## src/rtl/psu_maskext_seq_if.sv

```systemverilog
// Handshake and data bundle between the PSU mask-extension engine and its
// neighbours: batch input side, result output side, abort and status.
interface psu_maskext_seq_if #(
   parameter int NUM_PCU    = 2,
   parameter int PCHADDR_BW = 2,
   parameter int NUM_PCUQB  = 16,
   parameter int NUM_PQ     = 64
);
   logic                            in_valid;
   logic                            in_ready;
   logic                            merge_mode;
   logic [NUM_PCU*PCHADDR_BW-1:0]   pchidx_list;
   logic [NUM_PCU-1:0]              pivalid_list;
   logic [NUM_PCU*NUM_PCUQB-1:0]    mask_array;
   logic [NUM_PCU*NUM_PCUQB-1:0]    special_array;
   logic                            flush;
   logic                            out_valid;
   logic                            out_ready;
   logic                            busy;
   logic [NUM_PQ-1:0]               mask_ext_array;
   logic [NUM_PQ-1:0]               special_ext_array;
   logic                            conflict_err;
   logic                            range_err;

   // Upstream/downstream side: drives batches, abort and result acceptance.
   modport master (
      output in_valid, merge_mode, pchidx_list, pivalid_list, mask_array,
             special_array, flush, out_ready,
      input  in_ready, out_valid, busy, mask_ext_array, special_ext_array,
             conflict_err, range_err
   );

   // Engine side.
   modport slave (
      input  in_valid, merge_mode, pchidx_list, pivalid_list, mask_array,
             special_array, flush, out_ready,
      output in_ready, out_valid, busy, mask_ext_array, special_ext_array,
             conflict_err, range_err
   );
endinterface

```

## src/rtl/psu_maskext_seq.sv

```systemverilog
// PSU mask-extension engine. A batch of per-PCU mask/special vectors is
// scattered into per-patch buffers at accept, then swept into the
// physical-qubit-wide output arrays one UCC x QBCTRL slice per cycle.
// The result is held until the downstream stage takes it.
module psu_maskext_seq #(
   parameter int NUM_PCU    = 2,
   parameter int NUM_PCH    = 4,
   parameter int PCHADDR_BW = 2,
   parameter int NUM_UC     = 4,
   parameter int NUM_QB     = 4,
   parameter int NUM_UCC    = 2,
   parameter int NUM_QBCTRL = 2
) (
   input logic               clk,
   input logic               rst,
   psu_maskext_seq_if.slave  bus
);
   localparam int NUM_PCUQB = NUM_UC * NUM_QB;
   localparam int NUM_PQ    = NUM_PCH * NUM_PCUQB;
   localparam int UC_STEPS  = NUM_UC / NUM_UCC;
   localparam int QB_STEPS  = NUM_QB / NUM_QBCTRL;
   localparam int S         = UC_STEPS * QB_STEPS;
   localparam int STEP_BW   = (S > 1) ? $clog2(S) : 1;
   localparam logic [STEP_BW-1:0] LAST_STEP = STEP_BW'(S - 1);

   localparam logic [1:0] ST_IDLE  = 2'd0;
   localparam logic [1:0] ST_SWEEP = 2'd1;
   localparam logic [1:0] ST_DONE  = 2'd2;

   logic [1:0]            state;
   logic [STEP_BW-1:0]    step;
   logic                  merge_q;
   logic [NUM_PCUQB-1:0]  pch_mask    [NUM_PCH];
   logic [NUM_PCUQB-1:0]  pch_special [NUM_PCH];
   logic [NUM_PQ-1:0]     mask_ext_q;
   logic [NUM_PQ-1:0]     special_ext_q;
   logic                  conflict_q;
   logic                  range_q;

   // Accept-time scatter results
   logic [NUM_PCUQB-1:0]  scat_mask    [NUM_PCH];
   logic [NUM_PCUQB-1:0]  scat_special [NUM_PCH];
   logic [NUM_PCH-1:0]    scat_hit;
   logic                  scat_conflict;
   logic                  scat_range;
   logic [PCHADDR_BW-1:0] cur_idx;

   // Sweep-time next values of the ext arrays
   logic [NUM_PQ-1:0]     sweep_mask;
   logic [NUM_PQ-1:0]     sweep_special;
   int                    ucsel;
   int                    qbsel;

   assign bus.in_ready          = (state == ST_IDLE);
   assign bus.busy              = (state == ST_SWEEP);
   assign bus.out_valid         = (state == ST_DONE);
   assign bus.mask_ext_array    = mask_ext_q;
   assign bus.special_ext_array = special_ext_q;
   assign bus.conflict_err      = conflict_q;
   assign bus.range_err         = range_q;

   // Scatter every valid in-range PCU into its patch; later PCUs overwrite earlier ones.
   always_comb begin
      // NOTE: every variable gets a default before any conditional write, so no latch is inferred.
      for (int p = 0; p < NUM_PCH; p++) begin
         scat_mask[p]    = '0;
         scat_special[p] = '0;
      end
      scat_hit      = '0;
      scat_conflict = 1'b0;
      scat_range    = 1'b0;
      cur_idx       = '0;
      for (int i = 0; i < NUM_PCU; i++) begin
         if (bus.pivalid_list[i]) begin
            cur_idx = bus.pchidx_list[i*PCHADDR_BW +: PCHADDR_BW];
            if (int'(cur_idx) >= NUM_PCH) scat_range = 1'b1;
            for (int p = 0; p < NUM_PCH; p++) begin
               if (cur_idx == PCHADDR_BW'(p)) begin
                  if (scat_hit[p]) scat_conflict = 1'b1;
                  scat_hit[p]     = 1'b1;
                  scat_mask[p]    = bus.mask_array[i*NUM_PCUQB +: NUM_PCUQB];
                  scat_special[p] = bus.special_array[i*NUM_PCUQB +: NUM_PCUQB];
               end
            end
         end
      end
   end

   // Update the slice selected by the current step (ucsel, qbsel); other bits keep their value.
   always_comb begin
      sweep_mask    = mask_ext_q;
      sweep_special = special_ext_q;
      ucsel         = int'(step) / QB_STEPS;
      qbsel         = int'(step) % QB_STEPS;
      for (int p = 0; p < NUM_PCH; p++) begin
         for (int j = 0; j < NUM_UC; j++) begin
            for (int q = 0; q < NUM_QB; q++) begin
               if ((j / NUM_UCC == ucsel) && (q / NUM_QBCTRL == qbsel)) begin
                  sweep_mask[p*NUM_PCUQB + j*NUM_QB + q] =
                     pch_mask[p][j*NUM_QB + q] |
                     (merge_q & mask_ext_q[p*NUM_PCUQB + j*NUM_QB + q]);
                  sweep_special[p*NUM_PCUQB + j*NUM_QB + q] =
                     pch_special[p][j*NUM_QB + q] |
                     (merge_q & special_ext_q[p*NUM_PCUQB + j*NUM_QB + q]);
               end
            end
         end
      end
   end

   // Control FSM and all datapath registers; flush overrides every transition.
   always_ff @(posedge clk or posedge rst) begin
      // NOTE: sequential state uses non-blocking assignments so all registers update from pre-edge values.
      if (rst) begin
         state         <= ST_IDLE;
         step          <= '0;
         merge_q       <= 1'b0;
         mask_ext_q    <= '0;
         special_ext_q <= '0;
         conflict_q    <= 1'b0;
         range_q       <= 1'b0;
         // NOTE: the patch buffers are small flop arrays, not RAM, so they take the reset too.
         for (int p = 0; p < NUM_PCH; p++) begin
            pch_mask[p]    <= '0;
            pch_special[p] <= '0;
         end
      end else if (bus.flush) begin
         state         <= ST_IDLE;
         step          <= '0;
         merge_q       <= 1'b0;
         mask_ext_q    <= '0;
         special_ext_q <= '0;
         conflict_q    <= 1'b0;
         range_q       <= 1'b0;
         for (int p = 0; p < NUM_PCH; p++) begin
            pch_mask[p]    <= '0;
            pch_special[p] <= '0;
         end
      end else begin
         case (state)
            ST_IDLE: begin
               if (bus.in_valid) begin
                  for (int p = 0; p < NUM_PCH; p++) begin
                     pch_mask[p]    <= scat_mask[p];
                     pch_special[p] <= scat_special[p];
                  end
                  conflict_q <= scat_conflict;
                  range_q    <= scat_range;
                  merge_q    <= bus.merge_mode;
                  if (!bus.merge_mode) begin
                     mask_ext_q    <= '0;
                     special_ext_q <= '0;
                  end
                  step  <= '0;
                  state <= ST_SWEEP;
               end
            end
            ST_SWEEP: begin
               mask_ext_q    <= sweep_mask;
               special_ext_q <= sweep_special;
               if (step == LAST_STEP) begin
                  step  <= '0;
                  state <= ST_DONE;
               end else begin
                  step <= step + STEP_BW'(1);
               end
            end
            ST_DONE: begin
               if (bus.out_ready) state <= ST_IDLE;
            end
            default: state <= ST_IDLE;
         endcase
      end
   end
endmodule

```

## src/flat_wrapper.sv

```systemverilog
// flat-port wrapper written by rule: the top's interface ports become plain ports
module psu_maskext_seq_flat 
#(
   parameter int NUM_PCU    = 2,
   parameter int NUM_PCH    = 4,
   parameter int PCHADDR_BW = 2,
   parameter int NUM_UC     = 4,
   parameter int NUM_QB     = 4,
   parameter int NUM_UCC    = 2,
   parameter int NUM_QBCTRL = 2
)
  (clk, rst, bus_in_valid, bus_merge_mode, bus_pchidx_list, bus_pivalid_list, bus_mask_array, bus_special_array, bus_flush, bus_out_ready, bus_in_ready, bus_out_valid, bus_busy, bus_mask_ext_array, bus_special_ext_array, bus_conflict_err, bus_range_err);
  psu_maskext_seq_if #(.NUM_PCU(NUM_PCU), .PCHADDR_BW(PCHADDR_BW), .NUM_PCUQB((16)), .NUM_PQ((64))) bus_i ();
  input logic clk;
  input logic rst;
  input wire logic [$bits(bus_i.in_valid)-1:0] bus_in_valid;
  input wire logic [$bits(bus_i.merge_mode)-1:0] bus_merge_mode;
  input wire logic [$bits(bus_i.pchidx_list)-1:0] bus_pchidx_list;
  input wire logic [$bits(bus_i.pivalid_list)-1:0] bus_pivalid_list;
  input wire logic [$bits(bus_i.mask_array)-1:0] bus_mask_array;
  input wire logic [$bits(bus_i.special_array)-1:0] bus_special_array;
  input wire logic [$bits(bus_i.flush)-1:0] bus_flush;
  input wire logic [$bits(bus_i.out_ready)-1:0] bus_out_ready;
  output wire logic [$bits(bus_i.in_ready)-1:0] bus_in_ready;
  output wire logic [$bits(bus_i.out_valid)-1:0] bus_out_valid;
  output wire logic [$bits(bus_i.busy)-1:0] bus_busy;
  output wire logic [$bits(bus_i.mask_ext_array)-1:0] bus_mask_ext_array;
  output wire logic [$bits(bus_i.special_ext_array)-1:0] bus_special_ext_array;
  output wire logic [$bits(bus_i.conflict_err)-1:0] bus_conflict_err;
  output wire logic [$bits(bus_i.range_err)-1:0] bus_range_err;
  assign bus_i.in_valid = bus_in_valid;
  assign bus_i.merge_mode = bus_merge_mode;
  assign bus_i.pchidx_list = bus_pchidx_list;
  assign bus_i.pivalid_list = bus_pivalid_list;
  assign bus_i.mask_array = bus_mask_array;
  assign bus_i.special_array = bus_special_array;
  assign bus_i.flush = bus_flush;
  assign bus_i.out_ready = bus_out_ready;
  assign bus_in_ready = bus_i.in_ready;
  assign bus_out_valid = bus_i.out_valid;
  assign bus_busy = bus_i.busy;
  assign bus_mask_ext_array = bus_i.mask_ext_array;
  assign bus_special_ext_array = bus_i.special_ext_array;
  assign bus_conflict_err = bus_i.conflict_err;
  assign bus_range_err = bus_i.range_err;
  psu_maskext_seq #(.NUM_PCU(NUM_PCU), .NUM_PCH(NUM_PCH), .PCHADDR_BW(PCHADDR_BW), .NUM_UC(NUM_UC), .NUM_QB(NUM_QB), .NUM_UCC(NUM_UCC), .NUM_QBCTRL(NUM_QBCTRL)) u_core (.clk(clk), .rst(rst), .bus(bus_i));
endmodule
```

## config.mk

```make
export PLATFORM = sky130hd
export DESIGN_NAME = psu_maskext_seq_flat
export DESIGN_NICKNAME = d
export VERILOG_FILES = /design/src/rtl/psu_maskext_seq_if.sv /design/src/rtl/psu_maskext_seq.sv /design/src/flat_wrapper.sv
export SDC_FILE = /design/constraint.sdc
export NUM_CORES = 1
export LEC_CHECK = 0
export ABC_AREA = 1
export CELL_PAD_IN_SITES_DETAIL_PLACEMENT = 2
export CELL_PAD_IN_SITES_GLOBAL_PLACEMENT = 2
export CORE_MARGIN = 3
export CORE_UTILIZATION = 31
export CTS_BUF_LIST = sky130_fd_sc_hd__clkbuf_2
export DETAILED_ROUTE_END_ITERATION = 16
export PLACE_DENSITY_LB_ADDON = 0.1
export SLEW_MARGIN = 10
export SYNTH_ARGS = -nofsm -noshare
export SYNTH_HDL_FRONTEND = slang
export SYNTH_SLANG_ARGS = --single-unit
```

## constraint.sdc

```tcl
create_clock -name clk -period 11.5 [get_ports clk]
set_clock_uncertainty 0.1 [all_clocks]
set_input_delay 2.3 -clock clk [delete_from_list [all_inputs] [get_ports clk]]
set_output_delay 2.3 -clock clk [all_outputs]
set_load 0.1 [all_outputs]
```

==> results of run 1 <==
where the power goes:
part | switching (mW) | total (mW) | internal (mW)
Combinational | 0.307 | 0.384 | 0.0775
Clock | 0.436 | 0.737 | 0.301
Sequential | 0.0259 | 0.966 | 0.940
Total | 0.769 | 2.09 | 1.32
flip-flops by register name, indices dropped and copies added (netlist names):
signal                        flops
u_core.state                      2
u_core.bus.mask_ext_array        64
u_core.bus.special_ext_array     64
u_core.pch_mask                  64
u_core.bus.conflict_err           1
u_core.merge_q                    1
u_core.pch_special               64
u_core.step                       2
area by class of cell:
class	count	area, um^2
Clock buffer	114	571
Clock inverter	6	75.1
Fill cell	5017	25800
Multi-Input combinational cell	1413	6010
Inverter	49	194
Timing Repair Buffer	230	2260
Sequential cell	262	6560
Tap cell	539	674
Antenna cell	5	12.5
cell families (layout without fill, tap and decap cells):
family,count (synthesis),in the layout
and+or+nand+nor,1083,1083
adders and majority gates,4,4
AOI/OAI and AO/OA,325,325
buffers and inverters,181,399
other,1,6
DFF,262,262
worst register-to-register path, cell delays in order (launching register included):
cell	delay [ns]
dfrtp_1	0.47
nor2_4	0.20
nand3_1	0.27
inv_4	0.56
buf_4	0.76
nand2_1	0.21
nand2_1	0.10
cell usage in the layout, fill, tap and decap left out, types with 43 or more instances in the layout:
master,count
clkbuf_2,114
inv_1,43
o21ai_0,92
nor2_1,143
a21oi_1,129
nand2_1,794
o21ai_1,102
clkdlybuf4s50_1,207
nand3_1,133
dfrtp_1,261
worst min-delay path by stage:
| stage | from | endpoint | slack, ns |
|---|---|---|---|
| after floorplan | u_core.pch_mask[32] | u_core.pch_mask[32] | 0.35 |
| after detailed placement | u_core.pch_mask[30] | u_core.pch_mask[30] | 0.37 |
| after CTS | u_core.pch_mask[59] | u_core.pch_mask[59] | 0.39 |
| after global routing | u_core.pch_mask[6] | u_core.pch_mask[6] | 0.42 |
| final | u_core.pch_mask[59] | u_core.pch_mask[59] | 0.38 |
| after global placement | u_core.pch_special[11] | u_core.pch_special[11] | 0.36 |
stage by stage:
step	total power, mW	worst slack [ns]	utilization [%]
finish	2.09	6.22	38.8
global route	2.21	6.02	38.8
CTS	2.13	6.07	38.8
detailed placement	1.37	5.91	37.3
global placement	1.37	6.05	37.3
floorplan	1.21	1.89	-
cells in the mapped netlist (all sizes together):
cell | count | area share (%)
o21ai | 195 | 7.4
nor2 | 150 | 4.4
ha | 4 | 0.38
clkbuf | 71 | 2.0
inv | 49 | 1.4
a21oi | 130 | 4.9
buf | 61 | 2.4
nand3 | 138 | 5.2
dfrtp | 262 | 49
conb | 1 | 0.028
nand2 | 795 | 22
layer usage:
layer  up-vias  global-route usage, %
met1      7103                   32.1
met3        79                   5.99
li1       6315                      -
met2       240                   42.9
met4         0                   6.19
met5         -                      0
==> metrics.md, run 1 <==
| Metric | Value |
|---|---|
| Status | finished, final reports clean |
| DRC viols | 0 |
| Final Cycle Share | 45.9% |
| Routability congestion estimate | 0.756 |
| Count of input and output buffers | 207 |
| Initial core utilization | 31.5% |
| Warnings from Yosys | 0 |
| Num Clock Sinks | 262 |
| Die H | 213 um |
| Leak | 8.39 nW |
| Mean area per synthesized cell | 7.16 um^2 |
| Gr ovfl total | 0 |
| Register bit total from synthesis | 262 |
| Req. time, crit path | 9.10 ns |
| Crit path largest cell delay | 1.17 ns |
| First-pass GRT wire length | 88.1 mm |
| Sequential fraction of the synthesis area | 49.4% |
| Vias | 13700 |
| Mux cell area share after synthesis | 0% |
| Worst Path Arrival | 2.88 ns |
| IO Count | 209 |
| Largest family of logic cells by synthesized area | simple AND/OR/NAND/NOR gates |
| Crit path depth | 3 |
| Core Area | 42100 um^2 |
| Met2 Routed Length | 27.4 mm |
| Critical-path cell list | inv_1, nor2_4, clkdlybuf4s50_1 |
| Relative slew slack | 18.1% |
| Final setup TNS | 0 ns |
| Hold_ws | 0.383 ns |
| Largest net degree at the start of global routing | 146 |
| GRT Total Usage | 25.1% |
| Hpwl dp | 35.0 mm |
| Detail Route Antenna Nets | 0 |
| Clk_lat worst skew | 1.02 ns |
| Worst path bufs/invs | 2 |
| Design area | 16400 um^2 |
| CP Max Fanout | 7 |
| Placed insts | 2493 |
| WHS Path Cells | 2 |
| Count of final setup violators | 0 |
| Number of global-route vias before repair | 15100 |
| Synth unique cells | 21 |
| Reg2reg path depth | 6 |
| H-tree Lvls | 3 |
| Flop-to-flop setup slack | 8.76 ns |
| Crit-path slowest cell | clkdlybuf4s50_1 |
| VDD IR max | 56.4 uV |
| Die ar. | 45400 um^2 |
| Worst r2r src | u_core.state[1] |
| Slew Viols, Final | 0 |
| Fraction of the mapped netlist area in compound gates | 12.3% |
| Cell Rows | 75 |
| Post-Synth Simple-Gate Area | 32.1% |
| Adder-cell share of the synthesized area | 0.377% |
| CP startpoint kind | flop |
| XOR/XNOR Fraction of Synth Area | 0% |
| Pwr dens | 128 nW/um^2 |
| Quantity of gates resized following cts | 0 |
| Last element of the critical path | bus_busy |
| CTS tree | done |
| Crit path max-delay family | buffers and inverters |
| Mapped Area | 13300 um^2 |
| Worst-margin pin slew | 1.22 ns |
| Uppermost routed layer | met4 |
| Initial antenna violation count | 4 |
| Max Clock Freq | 189 MHz |
| Fin nets | 2118 |
| Fin cells | 2618 |
| Clk root buf | clkbuf_2 |
| Die X | 213 um |
| Worst setup EP type | output port |
| Clock Path Buffers | 3 |
| Drt wl/cell | 21.5 um |
| Drt pass-1 iters | 5 |
| WS Path Type | reg -> out |
| Max-Cap Viols | 0 |
| First-iteration detailed-routing DRC count | 723 |
| Fraction of layout cells with a size suffix above 1 | 7.86% |
| Num CTS Buffers | 82 |
| CTS Hold Buffers Added | 0 |
| FF-to-FF End | u_core.pch_special[27] |
| Clock slew seen by the registers of the worst setup and hold paths | 0.10 ns |
| Fin crit period | 5.28 ns |
| Final hold violation count | 0 |
| Synthesis-to-layout area growth | 23.1% |
| Worst min path class | reg -> reg |
| Metal3 WL | 2.74 mm |
| Final wirelength | 56.3 mm |
| Post-Route M1 WL | 25.3 mm |
| RSZ-0062 raised after global routing | false |
| Start point of the critical path | u_core.state[0] |
| Setup repair bufs after CTS | 0 |
| Detailed-route vias per instance | 5.25 |
| Post-synth net total | 1936 |
| Placed Area | 15700 um^2 |
| Cells after Synth | 1856 |
Note: power is estimated with default switching activity, not from simulation.
==> inputs of run 2 (changes only) <==
--- a/config.mk
+++ b/config.mk
@@ -9,7 +9,7 @@
 export CELL_PAD_IN_SITES_DETAIL_PLACEMENT = 2
 export CELL_PAD_IN_SITES_GLOBAL_PLACEMENT = 2
 export CORE_MARGIN = 3
-export CORE_UTILIZATION = 31
+export CORE_UTILIZATION = 28
 export CTS_BUF_LIST = sky130_fd_sc_hd__clkbuf_2
 export DETAILED_ROUTE_END_ITERATION = 16
 export PLACE_DENSITY_LB_ADDON = 0.1
==> constraint.sdc (replaced) <==
create_clock -name clk -period 4.85 [get_ports clk]
set_clock_uncertainty 0.1 [all_clocks]
set_input_delay 0.97 -clock clk [delete_from_list [all_inputs] [get_ports clk]]
set_output_delay 0.97 -clock clk [all_outputs]
set_load 0.1 [all_outputs]
==> metrics.md, run 2 (synthesized netlist as in run 1, its figures left out) <==
| Metric | Value |
|---|---|
| Last element of the critical path | bus_busy |
| Commonest non-fill, non-tap cells in the layout | nand2_1 (793), dfrtp_1 (261), clkdlybuf4s50_1 (207) |
| IO Count | 209 (unchanged) |
| Cell Rows | 79 (+5.3%) |
| Num Clock Sinks | 262 (unchanged) |
| Drt pass-1 iters | 4 (-1) |
| Req. time, crit path | 3.78 ns (-5.32 ns) |
| RSZ-0062 raised after global routing | false |
| Count of final setup violators | 0 (unchanged) |
| CTS Hold Buffers Added | 0 (unchanged) |
| Number of global-route vias before repair | 15200 (+0.40%) |
| Clk root buf | clkbuf_2 |
| Max Clock Freq | 250 MHz |
| Detail Route Antenna Nets | 0 (unchanged) |
| DRC viols | 0 (unchanged) |
| Pwr Total | 5.12 mW (+150%) |
| Routability congestion estimate | 0.733 (-3.0%) |
| Synthesis-to-layout area growth | 25.4% |
| CP startpoint kind | flop |
| Worst setup EP type | output port |
| Initial antenna violation count | 5 (+1) |
| Fillers | 5580 (+11%) |
| Core Area | 46800 um^2 (+11%) |
| Largest net degree at the start of global routing | 131 (-10%) |
| Pwr dens | 308 nW/um^2 (+140%) |
| Fin nets | 2119 (+0.047%) |
| Count of input and output buffers | 207 (unchanged) |
| Status | finished, final reports clean |
| Final setup TNS | 0 ns (unchanged) |
| Drt wl/cell | 20.9 um (-2.7%) |
| Clk_lat worst skew | 1.07 ns (+0.05 ns) |
| Register Area | 6560 um^2 (unchanged) |
| Final hold violation count | 0 (unchanged) |
| Worst r2r src | u_core.step[0] |
| Worst Path Arrival | 2.93 ns (+0.05 ns) |
| Initial core utilization | 28.4% (-3.1 points) |
| Reg2reg path depth | 9 (+3) |
| VDD IR max | 155 uV (+170%) |
| Most common cell after layout, fill and taps aside | nand2_1 |
| Relative slew slack | 25.4% (+7.3 points) |
| Clock Path Buffers | 3 (unchanged) |
| Fin crit period | 4.00 ns |
| Slew Viols, Final | 0 (unchanged) |
| Hpwl dp | 35.1 mm (+0.17%) |
| CP Max Fanout | 7 (unchanged) |
| H-tree Lvls | 3 (unchanged) |
| Die ar. | 50100 um^2 (+10%) |
| FF-to-FF End | u_core.bus.special_ext_array[45] |
| Detailed-route vias per instance | 5.02 (-4.3%) |
| Num CTS Buffers | 81 (-1.2%) |
| First-pass GRT wire length | 89.0 mm (+1.0%) |
| CTS tree | done |
| Gr ovfl total | 0 (unchanged) |
| Die H | 224 um (+5.1%) |
| First-iteration detailed-routing DRC count | 695 (-3.9%) |
| Worst min path class | in -> async |
| Clock slew seen by the registers of the worst setup and hold paths | 0.11 ns (about the same) |
| Vias | 13600 (-0.91%) |
| Max-Cap Viols | 0 (unchanged) |
| WS Path Type | reg -> out |
| Leak | 8.48 nW (+1.1%) |
| GRT Total Usage | 22.9% (-2.2 points) |
| Flop-to-flop setup slack | 2.53 ns (-6.23 ns) |
| Final wirelength | 56.7 mm (+0.74%) |
| Die X | 224 um (+5.1%) |
| Start point of the critical path | u_core.state[0] |
| Fraction of layout cells with a size suffix above 1 | 8.39% (+0.53 points) |
| Worst-margin pin slew | 1.12 ns (-0.109 ns) |
| Quantity of gates resized following cts | 0 (unchanged) |
| Final Cycle Share | 82.6% |
| Setup repair bufs after CTS | 0 (unchanged) |
| Multi-input logic area | 6030 um^2 (+0.29%) |
==> run 2: cell count changes in the layout (fill, tap and decap cells not counted), moves of 2 or more <==
cell / delta
clkinv_1: +15
buf_12: +6
clkbuf_2: +5
buf_4: -4
inv_2: +4
inv_1: -3
nand3_2: -2
nand3_4: +2
==> run 2: worst max-delay path: stages (launching register included) <==
cell and delay (ns):
dfrtp_1 0.43, inv_1 0.09, nor2_4 0.20, clkdlybuf4s50_1 1.18
==> run 2: how the worst min path moves through the flow <==
stage / startpoint / slack (ns) / end
4_1_cts: rst / 0.28 / u_core.bus.special_ext_array[5]
5_1_grt: rst / 0.31 / u_core.bus.special_ext_array[19]
3_5_place_dp: u_core.pch_special[45] / 0.37 / u_core.pch_special[45]
2_1_floorplan: u_core.pch_mask[32] / 0.35 / u_core.pch_mask[32]
6_report: rst / 0.38 / u_core.pch_special[10]
3_3_place_gp: u_core.pch_special[32] / 0.36 / u_core.pch_special[32]
==> run 2: layout make-up <==
cell class,instances,area share (%)
sequential,262,39.4
multi-input combinational,1413,36.2
timing repair buffer,232,14.1
tap,607,4.56
clock buffer,119,3.58
inverter,49,1.14
clock inverter,23,0.991
antenna,5,0.0751
==> run 2: per-stage QoR <==
stage	hold WS [ns]	instance area, um^2	worst slack (ns)	utilization, %	cells
5_1_grt	0.313	16700	0.633	35.6	2710
3_3_place_gp	0.364	15900	1.38	34.0	2563
3_5_place_dp	0.370	15900	1.25	34.0	2563
2_1_floorplan	0.350	13300	0.324	-	1856
4_1_cts	0.279	16600	0.701	35.6	2705
6_report	0.379	16700	0.845	35.6	2710
==> run 2: per-layer routing <==
layer,vias to the layer above,part of all wire (%),GRT usage (%)
met5,-,0.016,0
met4,2,2.0,6.29
met3,92,4.4,4.94
met2,244,49,39.3
met1,6951,45,29.2
li1,6323,-,-
==> run 2: power by group <==
| group | internal, mW | switching, mW |
|---|---|---|
| combinational | 0.199 | 0.734 |
| clock | 0.809 | 1.09 |
| sequential | 2.23 | 0.0619 |
| total | 3.24 | 1.89 |
